===== src/rtl/alu_pkg.sv =====
// Shared ALU definitions: opcode encodings, flag bit positions and the
// issue/writeback sequencer state encoding.
package alu_pkg;

    localparam logic [3:0] OP_ADD = 4'd1;
    localparam logic [3:0] OP_SUB = 4'd2;
    localparam logic [3:0] OP_AND = 4'd3;
    localparam logic [3:0] OP_OR  = 4'd4;
    localparam logic [3:0] OP_XOR = 4'd5;
    localparam logic [3:0] OP_SLL = 4'd6;
    localparam logic [3:0] OP_SRL = 4'd7;
    localparam logic [3:0] OP_SRA = 4'd8;
    localparam logic [3:0] OP_MUL = 4'd9;
    localparam logic [3:0] OP_DIV = 4'd10;
    localparam logic [3:0] OP_NEG = 4'd11;

    // Positions inside the 5-bit flag vector {GE,POS,OVF,CARRY,ZERO}
    localparam int FLAG_ZERO  = 0;
    localparam int FLAG_CARRY = 1;
    localparam int FLAG_OVF   = 2;
    localparam int FLAG_POS   = 3;
    localparam int FLAG_GE    = 4;

    typedef enum logic [2:0] {
        S_IDLE   = 3'd0,
        S_EXEC   = 3'd1,
        S_CAPT   = 3'd2,
        S_DSTART = 3'd3,
        S_DGUARD = 3'd4,
        S_WAIT   = 3'd5
    } state_t;

endpackage


===== src/rtl/alu_sequencer.sv =====
// Issue/writeback stage around the ALU: accepts one op from decode, holds the
// ALU inputs stable, waits out the ALU latency and emits a one-cycle writeback.
module alu_sequencer
    import alu_pkg::*;
#(
    parameter int N           = 32,
    parameter int REG_W       = 4,
    parameter int DIV_TIMEOUT = 40
) (
    input  logic             CLK,
    input  logic             rst,
    // Decode side: a request transfers on any rising edge where req_valid and
    // req_ready are both high; req_* must be stable while req_valid waits.
    input  logic             req_valid,
    output logic             req_ready,
    input  logic [3:0]       req_op,
    input  logic             req_uns,
    input  logic [N-1:0]     req_a,
    input  logic [N-1:0]     req_b,
    input  logic [REG_W-1:0] req_rd,
    input  logic [REG_W-1:0] req_rh,
    output logic [N-1:0]     alu_a,
    output logic [N-1:0]     alu_b,
    output logic [3:0]       alu_opcode,
    output logic             alu_uns,
    output logic             alu_start,
    input  logic [N-1:0]     alu_result,
    input  logic [N-1:0]     alu_high,
    input  logic [4:0]       alu_flags,
    input  logic             alu_finished,
    output logic             wb_valid,
    output logic [REG_W-1:0] wb_rd,
    output logic [REG_W-1:0] wb_rh,
    output logic [N-1:0]     wb_data,
    output logic [N-1:0]     wb_high,
    output logic             wb_high_en,
    output logic [4:0]       wb_flags,
    output logic             wb_err,
    output logic             busy,
    output logic [2:0]       state_dbg
);

    localparam int CW = $clog2(DIV_TIMEOUT + 1);

    state_t          state, state_nx;
    logic [CW-1:0]   cnt;
    logic [CW-1:0]   cnt_inc;
    logic            high_en_q;
    logic            accept, is_div, div_zero, capture, timeout;

    assign req_ready = (state == S_IDLE);
    assign busy      = ~req_ready;
    assign alu_start = (state == S_DSTART);
    assign state_dbg = state;
    assign accept    = req_valid & req_ready;
    assign is_div    = (req_op == OP_DIV);
    assign div_zero  = is_div && (req_b == '0);
    assign cnt_inc   = cnt + 1'b1;

    always_comb begin
        state_nx = state;
        capture  = 1'b0;
        timeout  = 1'b0;
        case (state)
            S_IDLE: begin
                if (accept) begin
                    if (div_zero)    state_nx = S_IDLE;
                    else if (is_div) state_nx = S_DSTART;
                    else             state_nx = S_EXEC;
                end
            end
            S_EXEC:   state_nx = S_CAPT;
            S_CAPT: begin
                capture  = 1'b1;
                state_nx = S_IDLE;
            end
            S_DSTART: state_nx = S_DGUARD;
            // alu_finished may still reflect the previous DIV here, so skip it
            S_DGUARD: state_nx = S_WAIT;
            S_WAIT: begin
                if (alu_finished) begin
                    capture  = 1'b1;
                    state_nx = S_IDLE;
                end else if (cnt_inc == CW'(DIV_TIMEOUT)) begin
                    timeout  = 1'b1;
                    state_nx = S_IDLE;
                end
            end
            default:  state_nx = S_IDLE;
        endcase
    end

    always_ff @(posedge CLK) begin
        if (rst) begin
            state      <= S_IDLE;
            cnt        <= '0;
            high_en_q  <= 1'b0;
            alu_a      <= '0;
            alu_b      <= '0;
            alu_opcode <= '0;
            alu_uns    <= 1'b0;
            wb_valid   <= 1'b0;
            wb_rd      <= '0;
            wb_rh      <= '0;
            wb_data    <= '0;
            wb_high    <= '0;
            wb_high_en <= 1'b0;
            wb_flags   <= '0;
            wb_err     <= 1'b0;
        end else begin
            state    <= state_nx;
            wb_valid <= 1'b0;
            wb_err   <= 1'b0;
            if (state == S_WAIT) cnt <= cnt_inc;
            if (accept) begin
                alu_a      <= req_a;
                alu_b      <= req_b;
                alu_uns    <= req_uns;
                // A DIV by zero never reaches the ALU, so keep the opcode idle
                alu_opcode <= div_zero ? 4'd0 : req_op;
                wb_rd      <= req_rd;
                wb_rh      <= req_rh;
                high_en_q  <= (req_op == OP_MUL) || is_div;
                cnt        <= '0;
                if (div_zero) begin
                    wb_valid   <= 1'b1;
                    wb_err     <= 1'b1;
                    wb_data    <= '1;
                    wb_high    <= req_a;
                    wb_high_en <= 1'b1;
                    wb_flags   <= '0;
                end
            end
            if (capture) begin
                wb_valid   <= 1'b1;
                wb_data    <= alu_result;
                wb_high    <= alu_high;
                wb_high_en <= high_en_q;
                wb_flags   <= alu_flags;
                alu_opcode <= '0;
            end
            if (timeout) begin
                wb_valid   <= 1'b1;
                wb_err     <= 1'b1;
                wb_data    <= '0;
                wb_high    <= '0;
                wb_high_en <= 1'b0;
                wb_flags   <= '0;
                alu_opcode <= '0;
            end
        end
    end

endmodule


===== config.mk =====
export PLATFORM = sky130hd
export DESIGN_NAME = alu_sequencer
export DESIGN_NICKNAME = d
export VERILOG_FILES = /design/src/rtl/alu_pkg.sv /design/src/rtl/alu_sequencer.sv
export SDC_FILE = /design/constraint.sdc
export NUM_CORES = 1
export LEC_CHECK = 0
export ABC_CLOCK_PERIOD_IN_PS = 2500
export CAP_MARGIN = 10
export CORE_MARGIN = 1
export CORE_UTILIZATION = 40
export DETAILED_ROUTE_END_ITERATION = 6
export PLACE_DENSITY = 0.8
export SLEW_MARGIN = 25
export SYNTH_ARGS = -nofsm -noshare
export SYNTH_HDL_FRONTEND = slang
export SYNTH_SLANG_ARGS = --single-unit
export TNS_END_PERCENT = 1

===== constraint.sdc =====
create_clock -name CLK -period 2.5 [get_ports CLK]
set_input_delay 0.5 -clock CLK [delete_from_list [all_inputs] [get_ports CLK]]
set_output_delay 0.5 -clock CLK [all_outputs]
set_load 0.1 [all_outputs]

==> impl_results.rst, run 1 <==
.. list-table::
   :header-rows: 1

   * - Metric
     - Value
   * - Max-cap violation count
     - 0
   * - Setup-failing EPs final
     - 0
   * - Initial antenna violation count
     - 0
   * - Crit Reg-Reg Endpoint
     - wb_high[21]$_SDFFE_PP0P_
   * - Required time worst endpoint
     - about 2.9 ns
   * - Layout cell share with drive strength beyond 1
     - about a quarter
   * - Synthesized flop and latch total
     - roughly 160
   * - Reported net switching power
     - ~2.7 mW
   * - Cell-by-cell listing of the critical path
     - clkdlybuf4s50_1 -> nor4_1 -> nand4_1 -> nor4_4 -> nand2b_2 -> buf_12 -> o221a_1
   * - First-pass GRT wire length
     - about 30 mm
   * - Ant. Diodes
     - 0
   * - Leakage power
     - 4.00 nW
   * - Num Clock Sinks
     - approximately 160
   * - Synthesized area per cell
     - 9.06 um2
   * - Total number of placement rows
     - 44
   * - Synth Flop Type
     - dfxtp_1
   * - Biggest cell delay along the critical path
     - about 0.42 ns
   * - Transition time at the pin with the least slew margin
     - around 0.70 ns
   * - Synth area leaders
     - dfxtp_1 (53%), nand2_1 (10%), a21oi_1 (9.2%)
   * - Endpoint class of the critical path
     - register
   * - Final worst clock skew
     - about 0.0072 ns
   * - Post-CTS setup-driven buffer insertion count
     - 0
   * - Switching share of total power
     - a little over a third
   * - Post_cts resized
     - 0
   * - Worst min-delay path category
     - register to register
   * - CORE AREA
     - 14600 um2
   * - Hold-fix buffers at CTS
     - 0
   * - Post-synthesis to final-layout area growth
     - 59.8%
   * - Clock-pin transition on the worst setup and hold timing paths
     - roughly 0.060 ns
   * - DRC marker count from the first detailed-route iteration
     - about 380
   * - Critical-path top delay cell
     - clkdlybuf4s50_1
   * - GRT Resource Usage Total
     - a little under a quarter
   * - Critical path endpoint
     - wb_data[9]$_SDFFE_PP0P_
   * - Period utilization
     - about nine tenths
   * - Number of nets with antenna violations after detailed routing
     - 0
   * - Clock tree buffer depth
     - 2
   * - Max-slew violations
     - 0
   * - CTS tree
     - yes
   * - Critical Path Fanout Max
     - 50
   * - Instance area after placement
     - ~9000 um2
   * - Final Routed Wirelength
     - approximately 19 mm
   * - Synth area leader
     - dfxtp_1
   * - Power per Cell Area
     - around 790 nW/um2
   * - Final hold viol count
     - 0
   * - Post-layout total power
     - 7.59 mW
   * - Count of flip-flops with a built-in enable after synthesis
     - 0
   * - H-tree depth
     - 4
   * - Maximum clock rate
     - 0.448 GHz
   * - Relative contribution of sequential cells to total power
     - 36.5%
   * - Finished Cell Area
     - 9610 um2
   * - Syn Nets
     - around 820
   * - Chip Width
     - 125 um
   * - Detail-routed net length per standard cell
     - 16.3 um
   * - Type of the setup path with the least slack
     - primary input to register
   * - Clk network pwr share
     - a little over a third
   * - R2R cell count
     - 6
   * - Share of synthesized registers carrying an async set or reset
     - 0%
   * - Area of the mapped netlist
     - about 6000 um2
   * - Area of the die
     - 15500 um2
   * - Source of the critical timing path
     - req_b[11]
   * - Internal
     - between 4 and 5 mW
   * - Commonest cells in the netlist
     - nand2_1 (166), dfxtp_1 (159), a21oi_1 (110)
   * - Top-count cell post-synth
     - nand2_1
   * - Number of clock buffers inserted by TritonCTS
     - 17
   * - Initial core utilization
     - 41.2%
   * - End-of-flow core utilization
     - about two thirds
   * - IR drop worst, VDD
     - around 0.54 mV
   * - Drt first pass iters
     - 5
   * - Final period demand of the worst path
     - 2.23 ns
   * - Clock root buffer master
     - clkbuf_16
   * - Die height
     - approximately 120 um
   * - Sequential element share of the synthesized area
     - 52.9%
   * - GRT overflow
     - 0
   * - Comb pwr share
     - 27.8%
   * - Outcome
     - finished, final reports clean
   * - Via count of the first global-routing pass
     - roughly 5.7k
   * - Later-pin clock latency in the skew report
     - a little over 0.4 ns
   * - Origin of the critical flop-to-flop path
     - state_dbg[0]$_SDFFE_PP0P_
   * - Synthesis Warnings
     - 0
   * - Post-synthesis instance total
     - about 660
   * - Total DRC errors in the routed layout
     - 0
   * - Maximum number of pins on one net before global-route repair
     - 80
   * - Sort of element at the start of the critical path
     - primary input
   * - Endpoint arrival time on the critical path
     - approximately 2.6 ns
   * - Number of different library cells in the post-synthesis netlist
     - 39
   * - Proportion of netlist area held by the largest area contributor
     - 52.9%
   * - Unrepaired setup endpoints after global routing
     - no
   * - RD Place Congestion
     - 0.873
   * - Slew Limit Headroom
     - 53.4%
   * - Tightest hold margin
     - about 0.45 ns
   * - Vias per cell
     - approximately 5.1
   * - Total half-perimeter wirelength after legalization and detailed placement
     - between 10 and 15 mm
   * - Final Net Count
     - between 1k and 1.5k
   * - Worst-case register-to-register setup slack
     - 0.53 ns
   * - Port-buffer cells
     - slightly above 300
   * - Number of ports placed on the die boundary
     - approximately 300
   * - DR vias
     - 5923
==> worst min-delay path by stage <==
stage / start / to / cells after the start / slack (ns)
finish: wb_flags[4]$_SDFFE_PP0P_ / wb_flags[4]$_SDFFE_PP0P_ / 2 / 0.45
global route: alu_b[25]$_SDFFE_PP0P_ / alu_b[25]$_SDFFE_PP0P_ / 2 / 0.47
CTS: wb_flags[4]$_SDFFE_PP0P_ / wb_flags[4]$_SDFFE_PP0P_ / 2 / 0.45
detailed placement: wb_flags[4]$_SDFFE_PP0P_ / wb_flags[4]$_SDFFE_PP0P_ / 2 / 0.44
global placement: wb_flags[2]$_SDFFE_PP0P_ / wb_flags[2]$_SDFFE_PP0P_ / 2 / 0.44
floorplan: high_en_q$_SDFFE_PP0P_ / high_en_q$_SDFFE_PP0P_ / 2 / 0.43
==> flip-flops by register name (all words and copies together), names as in the netlist <==
| name | count |
|---|---|
| alu_a | 32 |
| alu_b | 32 |
| alu_opcode | 4 |
| alu_uns | 1 |
| cnt | 6 |
| high_en_q | 1 |
| state_dbg | 3 |
| wb_data | 32 |
| wb_err | 1 |
| wb_flags | 5 |
| wb_high | 32 |
| wb_high_en | 1 |
| wb_rd | 4 |
| wb_rh | 4 |
| wb_valid | 1 |
==> layout by cell type (no fill, tap or decap), types with 2 or more instances in the layout <==
cell type	n
mux2i_1	33
bufinv_16	3
dfxtp_2	3
and2_1	2
o221a_1	33
nor2_1	10
nand4b_1	2
clkbuf_8	3
inv_1	4
clkbuf_16	17
nor3_1	2
nand2_1	166
buf_12	8
a2bb2oi_1	2
xnor2_1	3
clkdlybuf4s50_1	148
buf_4	172
o21ai_1	5
nand4_1	3
nand3_1	6
xor2_1	3
o31ai_1	32
nor4_1	8
clkinv_4	5
a21oi_1	110
dfxtp_1	156
==> layout make-up <==
type	count	area, um2
repair buffers	329	2940
well taps	184	230
flip-flops and latches	159	3190
fillers	1208	4980
clock buffers	21	470
multi-input cells	442	2610
clock inverters	11	155
inverters	5	18.8
==> critical path: cells and delay by family <==
family,cells,cell delay [ns]
buffers and inverters,2,0.65
AND/OR/NAND/NOR,4,1.16
AO/OA/AOI/OAI,1,0.25
==> routing by layer <==
metal / wire length [um] / GRT usage, % / vias to the layer above
li1: - / - / 2925
met1: 7920 / 28.3 / 2746
met2: 8900 / 39.3 / 223
met3: 1450 / 8.38 / 29
met4: 444 / 9.28 / 0
met5: 0 / 0 / -
==> kinds of logic (layout without fill, tap and decap cells) <==
| kind of cell | count (synthesis) | in the layout | synth area share (%) |
|---|---|---|---|
| multiplexers | 33 | 33 | 5.49 |
| buffers and inverters | 63 | 366 | 4.22 |
| adder cells (fa/ha/maj) | 1 | 1 | 0.208 |
| AO/OA/AOI/OAI | 191 | 191 | 21.2 |
| flip-flops | 159 | 159 | 52.9 |
| XOR/XNOR | 6 | 6 | 0.874 |
| AND/OR/NAND/NOR | 211 | 211 | 15.1 |
==> per-stage QoR <==
step	instances	setup slack (ns)	setup TNS, ns
CTS	1151	0.269	0
detailed placement	1119	-0.132	-7.06
global route	1151	0.142	0
finish	1151	0.269	0
floorplan	664	-0.238	-18.77
global placement	1119	-0.129	-7.42
==> power by group through the flow <==
stage | Clock [mW] | Combinational, mW | Sequential (mW)
after global placement | 0 | 2.10 | 2.82
after global routing | 2.88 | 2.19 | 2.79
after detailed placement | 0 | 2.11 | 2.83
after CTS | 2.76 | 2.12 | 2.77
after floorplan | 0 | 0.385 | 3.91
final | 2.71 | 2.11 | 2.77
No activity file was read; power rests on OpenSTA's default activity.
==> run 2: changes to the inputs <==
--- a/config.mk
+++ b/config.mk
@@ -9,8 +9,10 @@
 export CAP_MARGIN = 10
 export CORE_MARGIN = 1
 export CORE_UTILIZATION = 40
+export CTS_CLUSTER_DIAMETER = 40
 export DETAILED_ROUTE_END_ITERATION = 6
 export PLACE_DENSITY = 0.8
+export RECOVER_POWER = 50
 export SLEW_MARGIN = 25
 export SYNTH_ARGS = -nofsm -noshare
 export SYNTH_HDL_FRONTEND = slang
==> impl_results.rst, run 2 (synthesized netlist as in run 1, its figures left out) <==
.. list-table::
   :header-rows: 1

   * - Metric
     - Value
   * - IR drop worst, VDD
     - 0.525 mV (-2.2%)
   * - Clock-pin transition on the worst setup and hold timing paths
     - 0.06 ns (about the same)
   * - Transition time at the pin with the least slew margin
     - 1.23 ns (+0.534 ns)
   * - Finished Cell Area
     - 9050 um2 (-5.8%)
   * - Initial antenna violation count
     - 0 (unchanged)
   * - Via count of the first global-routing pass
     - 5670 (unchanged)
   * - First-pass GRT wire length
     - 29.6 mm (unchanged)
   * - DR vias
     - 5921 (-0.034%)
   * - CORE AREA
     - 14600 um2 (unchanged)
   * - DRC marker count from the first detailed-route iteration
     - 349 (-7.4%)
   * - Unrepaired setup endpoints after global routing
     - no
   * - Initial core utilization
     - 41.2% (unchanged)
   * - Hold-fix buffers at CTS
     - 0 (unchanged)
   * - Num Clock Sinks
     - 159 (unchanged)
   * - GRT overflow
     - 0 (unchanged)
   * - Total Neg Setup Slack
     - 0 ns (unchanged)
   * - Source of the critical timing path
     - req_b[11]
   * - Clock tree buffer depth
     - 2 (unchanged)
   * - Total DRC errors in the routed layout
     - 0 (unchanged)
   * - Leakage power
     - 3.41 nW (-15%)
   * - Commonest cells after routing, fill and taps aside
     - nand2_1 (166), dfxtp_1 (157), clkdlybuf4s50_1 (148), clkbuf_1 (141), a21oi_1 (110)
   * - RD Place Congestion
     - 0.873 (unchanged)
   * - Max-slew violations
     - 0 (unchanged)
   * - Power per Cell Area
     - 824 nW/um2 (+4.3%)
   * - Worst-case register-to-register setup slack
     - 0.29 ns (-0.24 ns)
   * - Post-synthesis to final-layout area growth
     - 50.6%
   * - Detail-routed net length per standard cell
     - 16.3 um (about the same)
   * - Maximum number of pins on one net before global-route repair
     - 80 (unchanged)
   * - Drt first pass iters
     - 5 (unchanged)
   * - Area of the die
     - 15500 um2 (unchanged)
   * - Chip Width
     - 125 um (unchanged)
   * - Final worst clock skew
     - 0.00790 ns (+0.000730 ns)
   * - Endpoint class of the critical path
     - register
   * - Port-buffer cells
     - 304 (unchanged)
   * - Period utilization
     - 89.2% (about the same)
   * - H-tree depth
     - 4 (unchanged)
   * - Sort of element at the start of the critical path
     - primary input
   * - Layout cell share with drive strength beyond 1
     - 8.58% (-15 points)
   * - Critical path endpoint
     - wb_data[9]$_SDFFE_PP0P_
   * - Final hold viol count
     - 0 (unchanged)
   * - Post_cts resized
     - 0 (unchanged)
   * - Required time worst endpoint
     - 2.85 ns (about the same)
   * - Final Net Count
     - 1105 (unchanged)
   * - Final period demand of the worst path
     - 2.23 ns (-0.00135 ns)
   * - Final Routed Wirelength
     - 18.7 mm (about the same)
   * - Vias per cell
     - 5.14 (about the same)
   * - Die height
     - 125 um (unchanged)
   * - Slew Limit Headroom
     - 18.3% (-35 points)
   * - Post-CTS setup-driven buffer insertion count
     - 0 (unchanged)
   * - Clock root buffer master
     - clkbuf_16
   * - Maximum clock rate
     - 0.448 GHz (about the same)
   * - Worst min-delay path category
     - register to register
   * - Later-pin clock latency in the skew report
     - 0.41 ns (about the same)
   * - Crit Reg-Reg Endpoint
     - alu_b[31]$_SDFFE_PP0P_
   * - Origin of the critical flop-to-flop path
     - state_dbg[2]$_SDFFE_PP0P_
   * - Outcome
     - finished, final reports clean
   * - Setup-failing EPs final
     - 0 (unchanged)
   * - CTS tree
     - yes
   * - Ant. Diodes
     - 0 (unchanged)
   * - Number of clock buffers inserted by TritonCTS
     - 17 (unchanged)
   * - GRT Resource Usage Total
     - 23.9% (unchanged)
   * - Source of the worst hold timing path
     - wb_flags[0]$_SDFFE_PP0P_
   * - Instance area after placement
     - 8980 um2 (unchanged)
   * - Tightest hold margin
     - 0.448 ns (-0.00398 ns)
   * - Post-layout total power
     - 7.46 mW (-1.7%)
   * - Total half-perimeter wirelength after legalization and detailed placement
     - 12.9 mm (unchanged)
   * - R2R cell count
     - 5 (-1)
   * - Total number of placement rows
     - 44 (unchanged)
   * - Endpoint arrival time on the critical path
     - 2.58 ns (about the same)
   * - Critical Path Fanout Max
     - 50 (unchanged)
   * - Most frequent standard cell in the layout excluding fill and tap cells
     - nand2_1
   * - Number of ports placed on the die boundary
     - 305 (unchanged)
   * - Type of the setup path with the least slack
     - primary input to register
   * - Max-cap violation count
     - 0 (unchanged)
   * - Number of nets with antenna violations after detailed routing
     - 0 (unchanged)
run 2: changes by cell type in the layout (fill, tap and decap cells not counted), sizes merged:
cell,delta
buf,-146
clkbuf,+146
run 2: worst min-delay path by stage:
stage	slack, ns	cells past startpoint	end
after global placement	0.44	2	wb_flags[2]$_SDFFE_PP0P_
after floorplan	0.43	2	high_en_q$_SDFFE_PP0P_
after global routing	0.47	2	alu_b[25]$_SDFFE_PP0P_
after CTS	0.45	2	wb_flags[4]$_SDFFE_PP0P_
after detailed placement	0.44	2	wb_flags[4]$_SDFFE_PP0P_
final	0.45	2	wb_flags[0]$_SDFFE_PP0P_
run 2: worst max-delay path, stage by stage:
cell	delay, ns
clkdlybuf4s50_1	0.42
nor4_1	0.40
nand4_1	0.23
nor4_4	0.33
nand2b_2	0.19
buf_12	0.23
o221a_1	0.25
run 2: final cells by class:
cell class | instances | area (um2)
clock buffers | 21 | 470
multi-input cells | 442 | 2610
clock inverters | 11 | 155
well taps | 184 | 230
repair buffers | 329 | 2390
flip-flops and latches | 159 | 3190
fillers | 1378 | 5530
inverters | 5 | 18.8
run 2: report_power, final:
part / internal, mW / total, mW / leakage [nW] / switching (mW)
clock network: 1.66 / 2.71 / 0.304 / 1.05
registers: 2.69 / 2.77 / 1.30 / 0.0821
logic: 0.444 / 1.98 / 1.81 / 1.54
run 2: routing by layer:
metal	global-route usage, %	part of all wire [%]	vias to the layer above	routed length (um)
met5	0	0	-	0
met4	9.28	2.4	0	453
met3	8.38	7.9	33	1470
met2	39.3	47	223	8860
met1	28.3	42	2741	7950
li1	-	-	2924	-
run 2: per-stage QoR:
| step | setup WS (ns) | util [%] | std cells |
|---|---|---|---|
| 2_1_floorplan | -0.238 | - | 664 |
| 3_3_place_gp | -0.129 | 61.6 | 1119 |
| 3_5_place_dp | -0.132 | 61.6 | 1119 |
| 4_1_cts | 0.269 | 65.9 | 1151 |
| 5_1_grt | 0.0893 | 62.1 | 1151 |
| 6_report | 0.270 | 62.1 | 1151 |
==> run 3: changes to the inputs <==
--- a/config.mk
+++ b/config.mk
@@ -7,7 +7,6 @@
 export LEC_CHECK = 0
 export ABC_CLOCK_PERIOD_IN_PS = 2500
 export CAP_MARGIN = 10
-export CORE_MARGIN = 1
 export CORE_UTILIZATION = 40
 export CTS_CLUSTER_DIAMETER = 40
 export DETAILED_ROUTE_END_ITERATION = 6
==> results of run 3 <==
Same layout as run 2: the final DEF is identical, and so are final timing and power.
